===== config.mk =====
export PLATFORM = sky130hd
export DESIGN_NAME = word_store_serializer
export DESIGN_NICKNAME = d
export VERILOG_FILES = /design/src/rtl/wss_pkg.sv /design/src/rtl/wss_ack_timer.sv /design/src/rtl/word_store_serializer.sv
export SDC_FILE = /design/constraint.sdc
export NUM_CORES = 1
export LEC_CHECK = 0
export CORE_UTILIZATION = 47
export CTS_CLUSTER_SIZE = 16
export DETAILED_ROUTE_END_ITERATION = 10
export GPL_TIMING_DRIVEN = 0
export PLACE_DENSITY = 0.77
export SETUP_SLACK_MARGIN = 0.05
export SLEW_MARGIN = 40
export SYNTH_ARGS = -nofsm -noshare
export SYNTH_HDL_FRONTEND = slang
export SYNTH_HIERARCHICAL = 1
export SYNTH_SLANG_ARGS = --single-unit

===== constraint.sdc =====
create_clock -name clk -period 2.1 [get_ports clk]
set_input_delay 0.21 -clock clk [delete_from_list [all_inputs] [get_ports clk]]
set_output_delay 0.21 -clock clk [all_outputs]
set_load 0.02 [all_outputs]

===== src/rtl/wss_pkg.sv =====
// Shared definitions for the word store serializer.
//   state_t          : transfer FSM states (IDLE, WR_LO, WR_HI)
//   LO_LANE/HI_LANE  : byte lane indices within the 16-bit word
//   lane_byte()      : selects one byte lane of a 16-bit word
package wss_pkg;

  typedef enum logic [1:0] {
    IDLE  = 2'd0,
    WR_LO = 2'd1,
    WR_HI = 2'd2
  } state_t;

  localparam logic LO_LANE = 1'b0;
  localparam logic HI_LANE = 1'b1;

  function automatic logic [7:0] lane_byte(input logic [15:0] word, input logic lane);
    return lane ? word[15:8] : word[7:0];
  endfunction

endpackage


===== src/rtl/wss_ack_timer.sv =====
// Per-byte acknowledge timeout counter.
//   clk, rst : clock, synchronous active-high reset
//   clr_i    : clear the count (takes priority over en_i)
//   en_i     : a write cycle passed without ack; count it
//   expire_o : this cycle is the LIMIT-th un-acked cycle
module wss_ack_timer #(
  parameter int LIMIT = 1
) (
  input  logic clk,
  input  logic rst,
  input  logic clr_i,
  input  logic en_i,
  output logic expire_o
);

  localparam int CW = $clog2(LIMIT + 1);

  logic [CW-1:0] cnt_q, cnt_d;

  always_comb begin
    cnt_d = cnt_q;
    if (clr_i)     cnt_d = '0;
    else if (en_i) cnt_d = cnt_q + CW'(1);
  end

  always_ff @(posedge clk) begin
    if (rst) cnt_q <= '0;
    else     cnt_q <= cnt_d;
  end

  // cnt_q counts prior un-acked cycles, so LIMIT-1 here means this is the last allowed one.
  assign expire_o = en_i && (cnt_q == CW'(LIMIT - 1));

endmodule


===== src/rtl/word_store_serializer.sv =====
// Splits one 16-bit store into two byte writes on an 8-bit memory bus.
// A request is accepted via req_valid/req_ready in IDLE; the first byte is
// written at req_addr, the second at req_addr+1 (wrapping), each held until
// mem_ack. done pulses after the second byte, err pulses on ack timeout.
// Ports:
//   clk, rst              : clock, synchronous active-high reset
//   req_valid/req_ready   : request handshake (ready only in IDLE)
//   req_addr, req_data    : byte address of first write, word to store
//   mem_we/addr/wdata     : byte write strobe, address, data (registered)
//   mem_ack               : memory accepted the current byte
//   done, err             : one-cycle completion / timeout-abort pulses
// Parameters: ADDR_W (address width), ACK_TIMEOUT (0 = wait forever).
// Build option: WSS_BIG_ENDIAN_EN swaps byte lanes (MSB at A, LSB at A+1).
module word_store_serializer
  import wss_pkg::*;
#(
  parameter int ADDR_W      = 16,
  parameter int ACK_TIMEOUT = 0
) (
  input  logic              clk,
  input  logic              rst,
  input  logic              req_valid,
  output logic              req_ready,
  input  logic [ADDR_W-1:0] req_addr,
  input  logic [15:0]       req_data,
  output logic              mem_we,
  output logic [ADDR_W-1:0] mem_addr,
  output logic [7:0]        mem_wdata,
  input  logic              mem_ack,
  output logic              done,
  output logic              err
);

`ifdef WSS_BIG_ENDIAN_EN
  localparam logic FIRST_LANE = HI_LANE;
`else
  localparam logic FIRST_LANE = LO_LANE;
`endif
  localparam logic SECOND_LANE = ~FIRST_LANE;

  state_t            state_q;
  logic [ADDR_W-1:0] addr_q;
  logic [15:0]       data_q;
  logic              ready_q, we_q, done_q, err_q;
  logic [ADDR_W-1:0] mem_addr_q;
  logic [7:0]        mem_wdata_q;
  logic              expire;

  generate
    if (ACK_TIMEOUT > 0) begin : g_timer
      logic tmr_clr, tmr_en;
      // Fresh count for every byte: cleared while idle, on ack and on abort.
      assign tmr_clr = (state_q == IDLE) || mem_ack || expire;
      assign tmr_en  = (state_q != IDLE) && !mem_ack;
      wss_ack_timer #(.LIMIT(ACK_TIMEOUT)) u_timer (
        .clk      (clk),
        .rst      (rst),
        .clr_i    (tmr_clr),
        .en_i     (tmr_en),
        .expire_o (expire)
      );
    end else begin : g_no_timer
      assign expire = 1'b0;
    end
  endgenerate

  always_ff @(posedge clk) begin
    if (rst) begin
      state_q     <= IDLE;
      addr_q      <= '0;
      data_q      <= '0;
      ready_q     <= 1'b1;
      we_q        <= 1'b0;
      mem_addr_q  <= '0;
      mem_wdata_q <= '0;
      done_q      <= 1'b0;
      err_q       <= 1'b0;
    end else begin
      done_q <= 1'b0;
      err_q  <= 1'b0;
      case (state_q)
        IDLE: begin
          if (req_valid) begin
            addr_q      <= req_addr;
            data_q      <= req_data;
            state_q     <= WR_LO;
            ready_q     <= 1'b0;
            we_q        <= 1'b1;
            mem_addr_q  <= req_addr;
            mem_wdata_q <= lane_byte(req_data, FIRST_LANE);
          end
        end
        WR_LO: begin
          // Ack wins over a simultaneous timeout.
          if (mem_ack) begin
            state_q     <= WR_HI;
            mem_addr_q  <= addr_q + ADDR_W'(1);
            mem_wdata_q <= lane_byte(data_q, SECOND_LANE);
          end else if (expire) begin
            state_q <= IDLE;
            we_q    <= 1'b0;
            ready_q <= 1'b1;
            err_q   <= 1'b1;
          end
        end
        WR_HI: begin
          if (mem_ack) begin
            state_q <= IDLE;
            we_q    <= 1'b0;
            ready_q <= 1'b1;
            done_q  <= 1'b1;
          end else if (expire) begin
            state_q <= IDLE;
            we_q    <= 1'b0;
            ready_q <= 1'b1;
            err_q   <= 1'b1;
          end
        end
        default: begin
          state_q <= IDLE;
          we_q    <= 1'b0;
          ready_q <= 1'b1;
        end
      endcase
    end
  end

  assign req_ready = ready_q;
  assign mem_we    = we_q;
  assign mem_addr  = mem_addr_q;
  assign mem_wdata = mem_wdata_q;
  assign done      = done_q;
  assign err       = err_q;

endmodule


After elaboration in Yosys (flattened, before gate mapping)
Cells that the tools add are included.
W data, S select, Z words.
- flip-flop bits (word level): 61
- input port bits: 36
- output and inout bits: 28
- logic and storage cells: 40
- add/sub/neg operators: 1
- equal/unequal tests: 5
- mux-type cells: 17
- bitwise gates (word level): 2
- reductions and logical operators: 7
- operators by type and width (cell ; number):
    $mux W16 ; 2
    $pmux W16 S2 ; 1
    $add A16 B1 Y16 const B ; 1
    $mux W8 ; 2
    $pmux W8 S2 ; 1
    $reduce_and A3 Y1 ; 3
    $mux W2 ; 3
    $ne A2 B2 Y1 const B ; 3
    $pmux W1 S3 ; 2
    $pmux W2 S3 ; 1
    $mux W1 ; 5
    $eq A2 B1 Y1 const B ; 1
    $eq A2 B2 Y1 const B ; 1
    $logic_not A2 Y1 ; 1
    $not A1 Y1 ; 2
    $reduce_and A2 Y1 ; 1
    $reduce_bool A2 Y1 ; 1
    $reduce_or A2 Y1 ; 1

Logic depth before layout (Yosys ltp)
- word-level depth: 3
- mapped depth: 7
- gate-level depth less buffers: 5

Worst setup path before layout
Ideal clock, no wire load.
- path kind: register -> register
- from: register addr_q[0]
- to: register mem_addr_q[6], in the netlist mem_addr[6]
- arrival: 1455 ps
- required time: 2042 ps
- path slack: 587 ps
- cell stages (with the launch flop): 6
- cells stage by stage: dfxtp_1 -> ha_1 -> nand3_2 -> or3_1 -> a311o_1 -> nand2_1
- longest elaborated chain between the ends: 3
- ends and longest elaborated chain (item ; RTL line ; text):
    start, declared ; word_store_serializer.sv:42 ; logic [ADDR_W-1:0] addr_q;
    start signal, assigned ; word_store_serializer.sv:84 ; addr_q <= req_addr;
    $add A16 B1 Y16 ; word_store_serializer.sv:97 ; mem_addr_q <= addr_q + ADDR_W'(1);
    $mux W16 ; word_store_serializer.sv:95 ; if (mem_ack) begin
    $pmux W16 S2 ; word_store_serializer.sv:81 ; case (state_q)
    end signal, assigned ; word_store_serializer.sv:89 ; mem_addr_q <= req_addr;
    end signal, assigned ; word_store_serializer.sv:97 ;
    end, declared ; word_store_serializer.sv:45 ; logic [ADDR_W-1:0] mem_addr_q;
No other way between the ends. The select of a mux whose other input is x is not followed.
A chain may end at the register's enable or synchronous reset.

Final worst setup path
- from: input mem_ack
- to: register mem_addr_q[15], in the netlist mem_addr[15]
- longest elaborated chain between the ends: 2
- ends and longest elaborated chain (item ; RTL line ; text):
    start, declared ; word_store_serializer.sv:29 ; input logic mem_ack,
    $ne A2 B2 Y1 (no line) ; n/a ;
    $reduce_and A3 Y1 (no line) ; n/a ;
No other way between the ends.

==> results.yml <==
outcome:
  outcome: "completed"
clock_network:
  clockRootBuffer: "clkbuf_8"
  cts_tree: "yes"
  cts-resized-gates: 0
  clk_path_buf_depth: 2
  cts.reportedPaths.clkPinSlew_ns: 0.09
  cts_sinks: 53
  h-tree-depth: 2
  numCtsBuffers: 5
  clk_latency_ns: 0.31
  post-cts-setup-buffer-count: 0
  ctsHoldBuffers: 0
setup_path:
  r2r_start: "addr_q[0]"
  crit_path_max_incr_delay_ns: 0.59
  crit_type: "in2reg"
  r2r_cells: 5
  cp.required_ns: 2.34
  arrival_ns: 2.04
  r2r_slack_ns: 0.36
  crit_chain: "clkdlybuf4s50_1 > mux2i_1 > nor2_1 > clkbuf_1 > nand4b_1 > o211ai_2"
  path_buf_inv: 2
  cp_num_cells: 6
  reg2reg_to: "mem_addr[6]"
  cp_max_fo: 10
  crit_path_start_kind: "input port"
  critPathTopFamily: "buffers and inverters"
  end_kind: "flop"
  crit_slowest_cell: "clkdlybuf4s50_1"
finish:
  antenna_cells: 0
  final_area_sq_um: 3260
  syn_to_final_growth_pct: 32.4
  fin_nets: 411
  fillers: 445
  drive_gt1_frac: 0.0829
logic_synthesis:
  synth_xor_area_frac: 0.0213
  synthArstFlopShare: 0
  synth_top_family_by_area: "simple AND/OR/NAND/NOR gates"
  syn_inst: 306
  ys_ff_latch: 53
  ys_warn_count: 6
  synth_area_sq_um: 2460
  synth_edf_count: 0
  seq_area_frac_synth: 0.430
  post_synth_mux_area_share: 0.00812
  syn-num-nets: 343
  synthDistinctLibCells: 48
  synth_compound_area_frac: 0.187
  syn_area_per_cell_sq_um: 8.06
  synthSimpleGateAreaFrac: 0.294
  synth_adder_area_share: 0.00508
  ys_dominant_reg_cell: "dfxtp_1"
drt:
  wl_met2_mm: 3.14
  drt_first_pass_iters: 4
  met3_length_um: 375
  top_layer: "met4"
  totalWireLength_mm: 6.73
  first_iter_violations: 185
  ant_nets: 0
  wl_per_cell_um: 15.3
  drt-met1-wl_mm: 3.15
  vias: 2434
  vias_per_cell: 5.52
  drc: 0
die:
  die-area_sq_um: 5540
  coreArea_sq_um: 4880
  die_x_um: 74.4
  rows: 25
  ios: 64
  die_h_um: 74.4
  start_util: 0.505
pwr:
  seqPwrFrac: 0.482
  ir_drop_uv: 470
  powerDensity_nw_per_um2: 732
  power_mw: 2.39
  power_frac_comb: 0.233
  swShare: 0.291
  p_sw_uw: 695
  cellInternalPower_mw: 1.69
  clkPwrFrac: 0.286
  p_leak_nw: 1.19
sta:
  slew_viol_final: 0
  final-hold-violation-count: 0
  max_slew.worst_pin.slew_ns: 0.615
  max_freq_mhz: 557
  tns_ns: 0
  rsz0062_at_grt: "no"
  skew_ns: 0.00717
  setup_viol: 0
  post-route-period-util: 0.854
  slew-limit-headroom: 0.590
  whs_ns: 0.349
  min_period_ns: 1.79
placed_design:
  dp_hpwl_mm: 4.83
  io_buffers: 61
  place_congestion: 0.831
  placed_area_sq_um: 3160
job:
  drv_cap: 0
global_routing:
  grt_pass1_wl_mm: 10.8
  grt.overflow.total: 0
  grtUsageTotal: 0.262
  grt_pass1_vias: 2233
  antenna_found_initial: 0
  grt_max_degree: 16
worst_hold_path:
  hp-class: "in2reg"
  worstHoldStart: "rst"
  min_to: "done"
  hold_path_depth: 2
==> how the worst max path moves through the flow <==
stage,from,to,slack (ns)
finish,mem_ack,mem_addr[15],0.31
global route,mem_ack,mem_addr[15],0.18
CTS,mem_ack,mem_addr[15],0.35
detailed placement,mem_ack,mem_addr[15],0.03
global placement,req_valid,data_q[12],0.08
floorplan,addr_q[0],mem_addr[6],0.59
==> power by group through the flow <==
| stage | Sequential [mW] | Clock, mW | Combinational (mW) |
|---|---|---|---|
| 2_1_floorplan | 1.22 | 0 | 0.248 |
| 3_3_place_gp | 1.17 | 0 | 0.544 |
| 3_5_place_dp | 1.17 | 0 | 0.553 |
| 4_1_cts | 1.15 | 0.682 | 0.554 |
| 5_1_grt | 1.16 | 0.714 | 0.606 |
| 6_report | 1.15 | 0.682 | 0.555 |
==> layer usage <==
metal  up-vias  track usage
met2        75        0.409
met5         -            0
met4         0       0.0818
li1       1204            -
met1      1151        0.367
met3         4       0.0474
==> synth_stat cells, types with 3 or more instances <==
master	instances	area (sq um)
clkbuf_1	11	41.3
a311oi_1	9	78.8
o21ai_0	4	20.0
nor3_1	9	45.0
a21oi_1	30	150
dfxtp_1	53	1060
nand4_1	3	18.8
nor4_1	5	31.3
buf_2	11	55.1
nand2_1	78	293
nor2_1	24	90.1
o31a_1	3	26.3
nand2b_1	3	18.8
xnor2_1	5	43.8
nand3b_1	9	67.6
o41ai_1	4	35.0
==> sequential cells by signal (all words and copies together) (netlist names) <==
signal     count
addr_q        16
data_q         8
done           1
mem_addr      16
mem_wdata      8
mem_we         1
req_ready      1
state_q        2
==> cells in the final DEF, fill, tap and decap left out, types with 3 or more instances in the layout <==
| master | Yosys | layout |
|---|---|---|
| xnor2_1 | 5 | 5 |
| clkbuf_1 | 11 | 11 |
| clkbuf_8 | 0 | 5 |
| nand3b_1 | 9 | 9 |
| buf_2 | 11 | 11 |
| nor4_1 | 5 | 5 |
| o41ai_1 | 4 | 4 |
| nand4_1 | 3 | 3 |
| nor2_1 | 24 | 24 |
| nand2_1 | 78 | 78 |
| dfxtp_1 | 53 | 53 |
| nand2b_1 | 3 | 3 |
| clkdlybuf4s50_1 | 0 | 61 |
| o31a_1 | 3 | 3 |
| nor3_1 | 9 | 9 |
| a311oi_1 | 9 | 9 |
| o21ai_0 | 4 | 4 |
| a21oi_1 | 30 | 30 |
==> area by class of cell <==
cell class	count	area, sq um	share of cell area
multi-input cells	226	1270	0.390
flip-flops and latches	53	1060	0.325
repair buffers	61	611	0.187
plain buffers	25	123	0.0376
well taps	67	83.8	0.0257
clock buffers	5	68.8	0.0211
clock inverters	2	35.0	0.0107
inverters	2	7.51	0.00230
==> logic make-up after synthesis <==
group | after synthesis
simple gates | 149
compound gates | 67
flops | 53
buf+inv | 27
xor+xnor | 6
mux | 2
fa+ha+maj | 1
other cells | 1
==> per-stage QoR <==
stage / setup WS (ns) / std cells / util
floorplan: 0.587 / 306 / -
global placement: 0.0811 / 434 / 0.647
detailed placement: 0.0331 / 434 / 0.647
CTS: 0.351 / 441 / 0.669
global route: 0.185 / 441 / 0.669
finish: 0.306 / 441 / 0.669
==> worst register-to-register path, delay by kind of cell (launching register included) <==
family          cells  cell delay [ns]
compound gates      1             0.36
flops               1             0.43
fa+ha+maj           1             0.24
simple gates        3             0.66
No activity file was read; power rests on OpenSTA's default activity.
